$ cat src/rtl/allocator_islip.sv
// Iterative separable input-first (iSLIP-style) allocator with persistent round-robin grant/accept pointers.
// Optional feature: ALLOC_EARLY_EXIT_EN ends the iteration phase once no progress is possible.
module allocator_islip #(
    parameter int NUM_REQS  = 4,
    parameter int NUM_RESS  = 3,
    parameter int NUM_ITERS = 2
) (
    input  logic                         clk,
    input  logic                         reset,
    input  logic                         start,
    input  logic [NUM_REQS*NUM_RESS-1:0] requests,
    output logic                         busy,
    output logic                         done,
    output logic [NUM_RESS*NUM_REQS-1:0] grants,
    output logic [1:0]                   state_o
);
    localparam int GW = (NUM_REQS > 1) ? $clog2(NUM_REQS) : 1;
    localparam int AW = (NUM_RESS > 1) ? $clog2(NUM_RESS) : 1;
    localparam int IW = $clog2(NUM_ITERS + 1);
    localparam int NB = NUM_REQS * NUM_RESS;

    typedef enum logic [1:0] {S_IDLE = 2'd0, S_ITER = 2'd1, S_DONE = 2'd2} state_e;

    state_e         state_q, state_d;
    logic [IW-1:0]  iter_q, iter_d;
    // req_q uses the input layout (i*NUM_RESS+j); match/grant vectors use j*NUM_REQS+i.
    logic [NB-1:0]  req_q, match_q, grants_q;
    logic [GW-1:0]  g_ptr_q [NUM_RESS];
    logic [GW-1:0]  g_ptr_d [NUM_RESS];
    logic [AW-1:0]  a_ptr_q [NUM_REQS];
    logic [AW-1:0]  a_ptr_d [NUM_REQS];
    logic [NUM_REQS-1:0] req_free;
    logic [NUM_RESS-1:0] res_free;
    logic [NB-1:0]  elig, gnt, acc, match_d;
    logic           last_iter;
    int             best;

    function automatic int rr_dist(input int idx, input int ptr, input int n);
        return (idx + n - ptr) % n;
    endfunction

    always_comb begin
        req_free = '1;
        res_free = '1;
        elig     = '0;
        gnt      = '0;
        acc      = '0;
        best     = 0;
        for (int j = 0; j < NUM_RESS; j++)
            for (int i = 0; i < NUM_REQS; i++)
                if (match_q[j*NUM_REQS+i]) begin
                    req_free[i] = 1'b0;
                    res_free[j] = 1'b0;
                end
        for (int j = 0; j < NUM_RESS; j++)
            for (int i = 0; i < NUM_REQS; i++)
                elig[j*NUM_REQS+i] = req_q[i*NUM_RESS+j] & req_free[i] & res_free[j];
        // Grant: each resource takes the eligible requester closest at/after its pointer.
        for (int j = 0; j < NUM_RESS; j++) begin
            best = NUM_REQS;
            for (int i = 0; i < NUM_REQS; i++)
                if (elig[j*NUM_REQS+i] && rr_dist(i, int'(g_ptr_q[j]), NUM_REQS) < best)
                    best = rr_dist(i, int'(g_ptr_q[j]), NUM_REQS);
            for (int i = 0; i < NUM_REQS; i++)
                if (elig[j*NUM_REQS+i] && rr_dist(i, int'(g_ptr_q[j]), NUM_REQS) == best)
                    gnt[j*NUM_REQS+i] = 1'b1;
        end
        for (int i = 0; i < NUM_REQS; i++) begin
            best = NUM_RESS;
            for (int j = 0; j < NUM_RESS; j++)
                if (gnt[j*NUM_REQS+i] && rr_dist(j, int'(a_ptr_q[i]), NUM_RESS) < best)
                    best = rr_dist(j, int'(a_ptr_q[i]), NUM_RESS);
            for (int j = 0; j < NUM_RESS; j++)
                if (gnt[j*NUM_REQS+i] && rr_dist(j, int'(a_ptr_q[i]), NUM_RESS) == best)
                    acc[j*NUM_REQS+i] = 1'b1;
        end
        match_d = match_q | acc;
    end

    always_comb begin
        g_ptr_d = g_ptr_q;
        a_ptr_d = a_ptr_q;
        if (state_q == S_ITER && iter_q == IW'(1))
            for (int j = 0; j < NUM_RESS; j++)
                for (int i = 0; i < NUM_REQS; i++)
                    if (acc[j*NUM_REQS+i]) begin
                        g_ptr_d[j] = GW'((i + 1) % NUM_REQS);
                        a_ptr_d[i] = AW'((j + 1) % NUM_RESS);
                    end
    end

`ifdef ALLOC_EARLY_EXIT_EN
    logic any_elig_d;
    always_comb begin
        any_elig_d = 1'b0;
        for (int j = 0; j < NUM_RESS; j++)
            for (int i = 0; i < NUM_REQS; i++)
                if (req_q[i*NUM_RESS+j]) begin
                    logic hit;
                    hit = 1'b0;
                    for (int k = 0; k < NUM_REQS; k++)
                        if (match_d[j*NUM_REQS+k]) hit = 1'b1;
                    for (int k = 0; k < NUM_RESS; k++)
                        if (match_d[k*NUM_REQS+i]) hit = 1'b1;
                    if (!hit) any_elig_d = 1'b1;
                end
        last_iter = (iter_q == IW'(NUM_ITERS)) || (acc == '0) || !any_elig_d;
    end
`else
    always_comb last_iter = (iter_q == IW'(NUM_ITERS));
`endif

    always_ff @(posedge clk or negedge reset) begin
        if (!reset) state_q <= S_IDLE;
        else        state_q <= state_d;
    end

    always_comb begin
        state_d = state_q;
        iter_d  = iter_q;
        case (state_q)
            S_IDLE: if (start) begin
                state_d = S_ITER;
                iter_d  = IW'(1);
            end
            S_ITER: begin
                if (last_iter) state_d = S_DONE;
                else           iter_d  = iter_q + IW'(1);
            end
            default: state_d = S_IDLE;
        endcase
    end

    always_comb begin
        busy    = (state_q != S_IDLE);
        done    = (state_q == S_DONE);
        grants  = grants_q;
        state_o = state_q;
    end

    always_ff @(posedge clk or negedge reset) begin
        if (!reset) begin
            iter_q   <= '0;
            req_q    <= '0;
            match_q  <= '0;
            grants_q <= '0;
            for (int j = 0; j < NUM_RESS; j++) g_ptr_q[j] <= '0;
            for (int i = 0; i < NUM_REQS; i++) a_ptr_q[i] <= '0;
        end else begin
            iter_q  <= iter_d;
            g_ptr_q <= g_ptr_d;
            a_ptr_q <= a_ptr_d;
            if (state_q == S_IDLE && start) begin
                req_q   <= requests;
                match_q <= '0;
            end
            if (state_q == S_ITER) begin
                match_q <= match_d;
                if (last_iter) grants_q <= match_d;
            end
        end
    end
endmodule

$ cat config.mk
export PLATFORM = sky130hd
export DESIGN_NAME = allocator_islip
export DESIGN_NICKNAME = d
export VERILOG_FILES = /design/src/rtl/allocator_islip.sv
export SDC_FILE = /design/constraint.sdc
export NUM_CORES = 1
export LEC_CHECK = 0
export ABC_AREA = 1
export CORE_ASPECT_RATIO = 1.2
export CORE_MARGIN = 3
export CORE_UTILIZATION = 50
export CTS_BUF_LIST = sky130_fd_sc_hd__clkbuf_4
export DETAILED_ROUTE_END_ITERATION = 6
export PLACE_DENSITY = 0.78
export REMOVE_ABC_BUFFERS = 1
export SYNTH_ARGS = -nofsm -noshare
export SYNTH_HDL_FRONTEND = slang
export SYNTH_SLANG_ARGS = --single-unit
$ cat constraint.sdc
create_clock -name clk -period 6.37 [get_ports clk]
set_input_delay 0.9555 -clock clk [delete_from_list [all_inputs] [get_ports clk]]
set_output_delay 0.9555 -clock clk [all_outputs]
set_load 0.05 [all_outputs]
======== Yosys cells after proc, flatten, opt, wreduce, memory -nomap -nowiden ========
Index checks and enable logic that the tools add are counted.
storage, ports and cells
  bits of input ports ..................... 15
  output and inout bits ................... 16
  word-level logic and storage cells ...... 325
  flip-flop bits (word level) ............. 54
operators by class
  muxes and demuxes ....................... 101
  magnitude comparators ................... 24
  reductions and logical operators ........ 83
  divide/modulo/power cells ............... 12
  bitwise gates (word level) .............. 37
  $add $sub $neg .......................... 25
  equality and inequality tests ........... 31
operators by type and width
  kind                                                    count
  two-way mux 32 bit                                      24
  == test 3 x 32 -> 1 bit                                 12
  == test 32 bit                                          12
  remainder unit 32 x 3 -> 32 bit, second input constant  12
  < comparator 3 x 32 -> 1 bit                            9
  < comparator 32 bit                                     8
  < comparator 32 x 3 -> 1 bit, second input constant     4
  subtractor 3 x 2 -> 4 bit, first input constant         20
  two-way mux 2 bit                                       26
  logical AND 1 bit                                       50
  two-way mux 1 bit                                       47
  AND 1 bit                                               36
  two-way mux 12 bit                                      2
  OR reduction 2 bit                                      12
  AND reduction 2 bit                                     9
  < comparator 3 x 4 -> 1 bit, second input constant      3
  OR 12 bit                                               1
  nonzero test 3 bit                                      4
  nonzero test 4 bit                                      3
  subtractor 2 x 2 -> 3 bit, first input constant         4
  one-hot mux 2 bit (2 select lines)                      2
  != test 2 bit, second input constant                    3
  nonzero test 2 bit                                      3
  == test 2 x 1 -> 1 bit, second input constant           2
  other kinds (4)                                         5

======== Depth between registers and ports, before layout ========
  depth in word-level cells ............... 34
  gate-level depth with buffers ........... 53

======== Least setup slack after synthesis ========
No wires, ideal clock.
  path type ............................... register to register
  from .................................... register match_q[1]
  to ...................................... register g_ptr_q[5] in the netlist's numbering
  library setup time ...................... 0.120 ns
  path buffers ............................ 0
  setup slack ............................. 0.606 ns
  stages on the path, launching flop included .. 49
  data arrival time ....................... 5.644 ns
  cell sequence ........................... dfrtp_1 > inv_2 > nand2_1 > nor2_4 > inv_2 > a21oi_4 > inv_2 > a21oi_1 > o21ai_1 > ha_1 > nand3_1 > nand3_2 > o21ai_1 > ha_1 > o21a_1 > nand2_2 > nand3_4 > nand3_1 > [... 13 more ...] > o21ai_0 > o21ai_0 > a221o_1 > a211oi_1 > nand2_1 > nand2_1 > nand2_1 > nand2_2 > nand3_4 > nand2_1 > nand2_1 > xor2_1 > nor3_4 > nor2_1 > nand2_1 > nand2_1 > nand2_1 > nand2_1
on the way
  longest elaborated chain between the ends .. 32
RTL lines
  element                          RTL line  source
  from (decl)                      27        logic [NB-1:0] req_q, match_q, grants_q;
  from (signal assigned)           158       match_q <= match_d;
  two-way mux 1 bit (3 in series)  51        if (match_q[j*NUM_REQS+i]) begin
  AND 1 bit                        57        elig[j*NUM_REQS+i] = req_q[i*NUM_RESS+j] & req_free[i] & res_free[j];
  logical AND 1 bit                62        if (elig[j*NUM_REQS+i] && rr_dist(i, int'(g_ptr_q[j]), NUM_REQS) < best)
  two-way mux 32 bit               62
  < comparator 3 x 32 -> 1 bit     62
  logical AND 1 bit                62
  two-way mux 32 bit               62
  < comparator 3 x 32 -> 1 bit     62
  [... 12 more ...]                -
  two-way mux 32 bit               71        if (gnt[j*NUM_REQS+i] && rr_dist(j, int'(a_ptr_q[i]), NUM_RESS) < best)
  < comparator 32 bit              71
  logical AND 1 bit                71
  two-way mux 32 bit               71
  == test 32 bit                   74        if (gnt[j*NUM_REQS+i] && rr_dist(j, int'(a_ptr_q[i]), NUM_RESS) == best)
  logical AND 1 bit                74
  two-way mux 1 bit                74
  two-way mux 2 bit (3 in series)  86        if (acc[j*NUM_REQS+i]) begin
  to (signal assigned)             151       g_ptr_q <= g_ptr_d;
  to (decl)                        28        logic [GW-1:0] g_ptr_q [NUM_RESS];
Parallel ways exist; a longest one is shown, timed or not.
A chain may end at the register's enable or synchronous reset.

======== Final worst setup path ========
Ends and elaborated chain as after synthesis.

==> metrics <==
Vias/cell=5.57; reg2reg end=g_ptr_q[5]; r2r startpoint=match_q[1]; first-pass GRT wire length=31600 µm; Synth Cell Area=7250 µm²; Placeable Area=14000 µm²; CP Launch Type=flip-flop; Hold Path Stages=2; WP data required=6.65 ns; Die W=116 µm; number of CTS-inserted buffers=5; CP max FO=8; drt first-iter violations=535; Crit Path Class=reg -> reg; # IOs=31; die height=138 µm; Synth cell types=60; clock period minus worst slack=6.34 ns; area delta synth->final=20.5%; Mapped Cells=1124; # fillers=1237; vias in the first global route=6732; DR WL/cell=14.5 µm; RSZ-0062 raised after global routing=yes; crit path DAT=6.63 ns; crit share post-route=99.6%; Post-Route WL=20000 µm; synth warn=0; number of synthesized flops with an enable pin=0; layout cells sized above 1=22.5%; slew at the pin with the worst max-slew slack=0.746 ns; routability cong.=0.972; Nets=1317; Hold Path End=grants[11]; largest net degree at the start of global routing=55; max incr delay on CP=0.45 ns; die area=16000 µm²; ANT cells=0; Hold Startpoint=grants[11]; post-synthesis sequential area ratio=18.6%; DR vias=7691; DR pass1 iterations=7; area share of the largest cell type after synthesis=18.6%; GRT overflow=0; Post-synth top cells=nand2_1, inv_1, nand3_1, ha_1, nor2_1; Initial Utilization=51.8%; pins over their slew limit=0; final hold violations=0; Fmax=158 MHz; Slowest-stage cell, CP=dfrtp_1; CTS Sinks=54; Final ANT Viol Nets=0; All-Layer GR Usage=23.8%; initial antenna violation count=0; max-cap viol count=0; TritonCTS clock tree=yes; H-tree Lvls=2; outcome=finished, violations left; Top FF cell, synth=dfrtp_1; asr flop ratio synth=100%; Worst-Skew Late Latency=0.39 ns; CTS Buffer Depth=2; Final setup viols=0; DPL Wire Length=15100 µm; floorplan row count=47; # DRC=1; Critical Path Most Common Cell=nand2_1; Reg2Reg Depth=46; Final Core Density=62.4%; violated checks=DRC; Hold Path Class=reg -> reg; R2R setup slack=0.03 ns; CTS root buf=clkbuf_4; Layout Skew=0.0155 ns; largest cells by area after synthesis=dfrtp_1, nand2_1, ha_1; Yosys top cell by area=dfrtp_1; endpoint type of the worst setup path=flip-flop; most numerous cell in the Yosys netlist=nand2_1; clk slew on worst S/H paths=0.17 ns; Avg Cell Area, Syn=6.45 µm²; max_slew headroom=50.1%; count of state elements after synthesis=54; Port Buffer Count=30
-- worst max-delay path by stage --
| stage | from | endpoint | slack, ns | cells after the start |
|---|---|---|---|---|
| after CTS | match_q[8] | g_ptr_q[5] | 0.006 | 46 |
| after detailed placement | match_q[1] | g_ptr_q[1] | -0.07 | 47 |
| after global routing | match_q[4] | a_ptr_q[7] | -0.40 | 47 |
| after floorplan | match_q[1] | g_ptr_q[4] | 0.60 | 48 |
| final | match_q[1] | g_ptr_q[5] | 0.03 | 46 |
| after global placement | match_q[1] | g_ptr_q[1] | -0.005 | 47 |
-- layout by cell type, fill, tap and decap left out, types with 2 or more instances in the layout --
master | synthesis | final
a211oi_2 | 0 | 3
a21oi_1 | 31 | 26
a21oi_2 | 3 | 8
a221o_1 | 3 | 3
and3_1 | 2 | 2
buf_12 | 0 | 2
buf_4 | 0 | 54
clkbuf_4 | 0 | 5
clkdlybuf4s50_1 | 0 | 29
clkinv_1 | 2 | 2
clkinv_4 | 0 | 2
dfrtp_1 | 54 | 53
ha_1 | 92 | 83
ha_2 | 0 | 6
ha_4 | 0 | 3
inv_1 | 150 | 148
inv_2 | 16 | 17
mux2_2 | 10 | 10
nand2_1 | 345 | 306
nand2_2 | 32 | 62
nand2_4 | 2 | 11
nand3_1 | 97 | 89
nand3_2 | 11 | 14
nand3_4 | 6 | 13
nand3b_1 | 2 | 2
nand4_1 | 37 | 37
nor2_1 | 75 | 59
nor2_2 | 11 | 20
nor2_4 | 3 | 10
nor3_1 | 5 | 5
nor3_2 | 4 | 2
nor3_4 | 1 | 3
nor4_4 | 1 | 2
o211ai_1 | 6 | 6
o21ai_0 | 49 | 42
o21ai_1 | 21 | 22
o21ai_2 | 4 | 10
o22ai_1 | 8 | 7
xor2_2 | 1 | 2
-- final cells by class --
| type | count | area (µm²) | share of cell area [%] |
|---|---|---|---|
| multi-input cells | 894 | 5710 | 65.4 |
| repair buffers | 87 | 752 | 8.61 |
| well taps | 171 | 214 | 2.45 |
| inverters | 168 | 633 | 7.25 |
| flip-flops and latches | 54 | 1350 | 15.5 |
| clock inverters | 3 | 28.8 | 0.330 |
| clock buffers | 5 | 37.5 | 0.430 |
-- metal layers --
metal / track usage (%) / wire (µm) / vias to the layer above / part of all wire [%]
li1: - / - / 3872 / -
met1: 33.0 / 8940 / 3566 / 45
met2: 40.8 / 9860 / 215 / 49
met3: 2.31 / 879 / 38 / 4.4
met4: 3.80 / 334 / 0 / 1.7
met5: 0 / 0 / - / 0
-- metrics by stage --
stage	std cells	setup TNS, ns	area [µm²]	hold slack (ns)	setup WS (ns)
5_1_grt	1382	-8.60	8730	0.541	-0.397
4_1_cts	1349	0	8020	0.512	0.00609
2_1_floorplan	1114	0	7210	0.463	0.600
3_5_place_dp	1339	-0.346	7910	0.467	-0.0706
3_3_place_gp	1339	-0.00725	7910	0.467	-0.00531
6_report	1382	0	8730	0.505	0.0273
-- critical path: cells and delay by family, from the launching register on --
| kind | cells | cell delay, ns |
|---|---|---|
| buf+inv | 4 | 0.29 |
| fa+ha+maj | 3 | 0.75 |
| flops | 1 | 0.45 |
| simple gates | 32 | 3.53 |
| compound gates | 7 | 1.22 |
-- registers in the layout (all words and copies together) (netlist names) --
register / count
g_ptr_q: 6
match_q: 12
a_ptr_q: 8
req_q: 12
grants: 12
state_o: 2
iter_q: 2
-- timing repair --
action / in CTS / in global routing
hold buffers: 0 / 0
resized for setup: 7 / 122
cloned: 0 / 2
pin swaps: 2 / 59
endpoints found under the setup margin: 10 / 38
setup buffers: 2 / 31
-- cells by family (layout without fill, tap and decap cells) --
group           count (synthesis)  in the layout  share of synthesized area [%]
buf+inv                       178            263                           9.24
compound gates                146            146                           12.3
xor+xnor                        5              5                          0.812
simple gates                  639            641                           41.6
flops                          54             54                           18.6
fa+ha+maj                      92             92                           15.9
mux                            10             10                           1.55
Power is left out: the tool's default activity adds up to more than one toggle a clock period on the data nets, which glitch-free logic cannot reach.
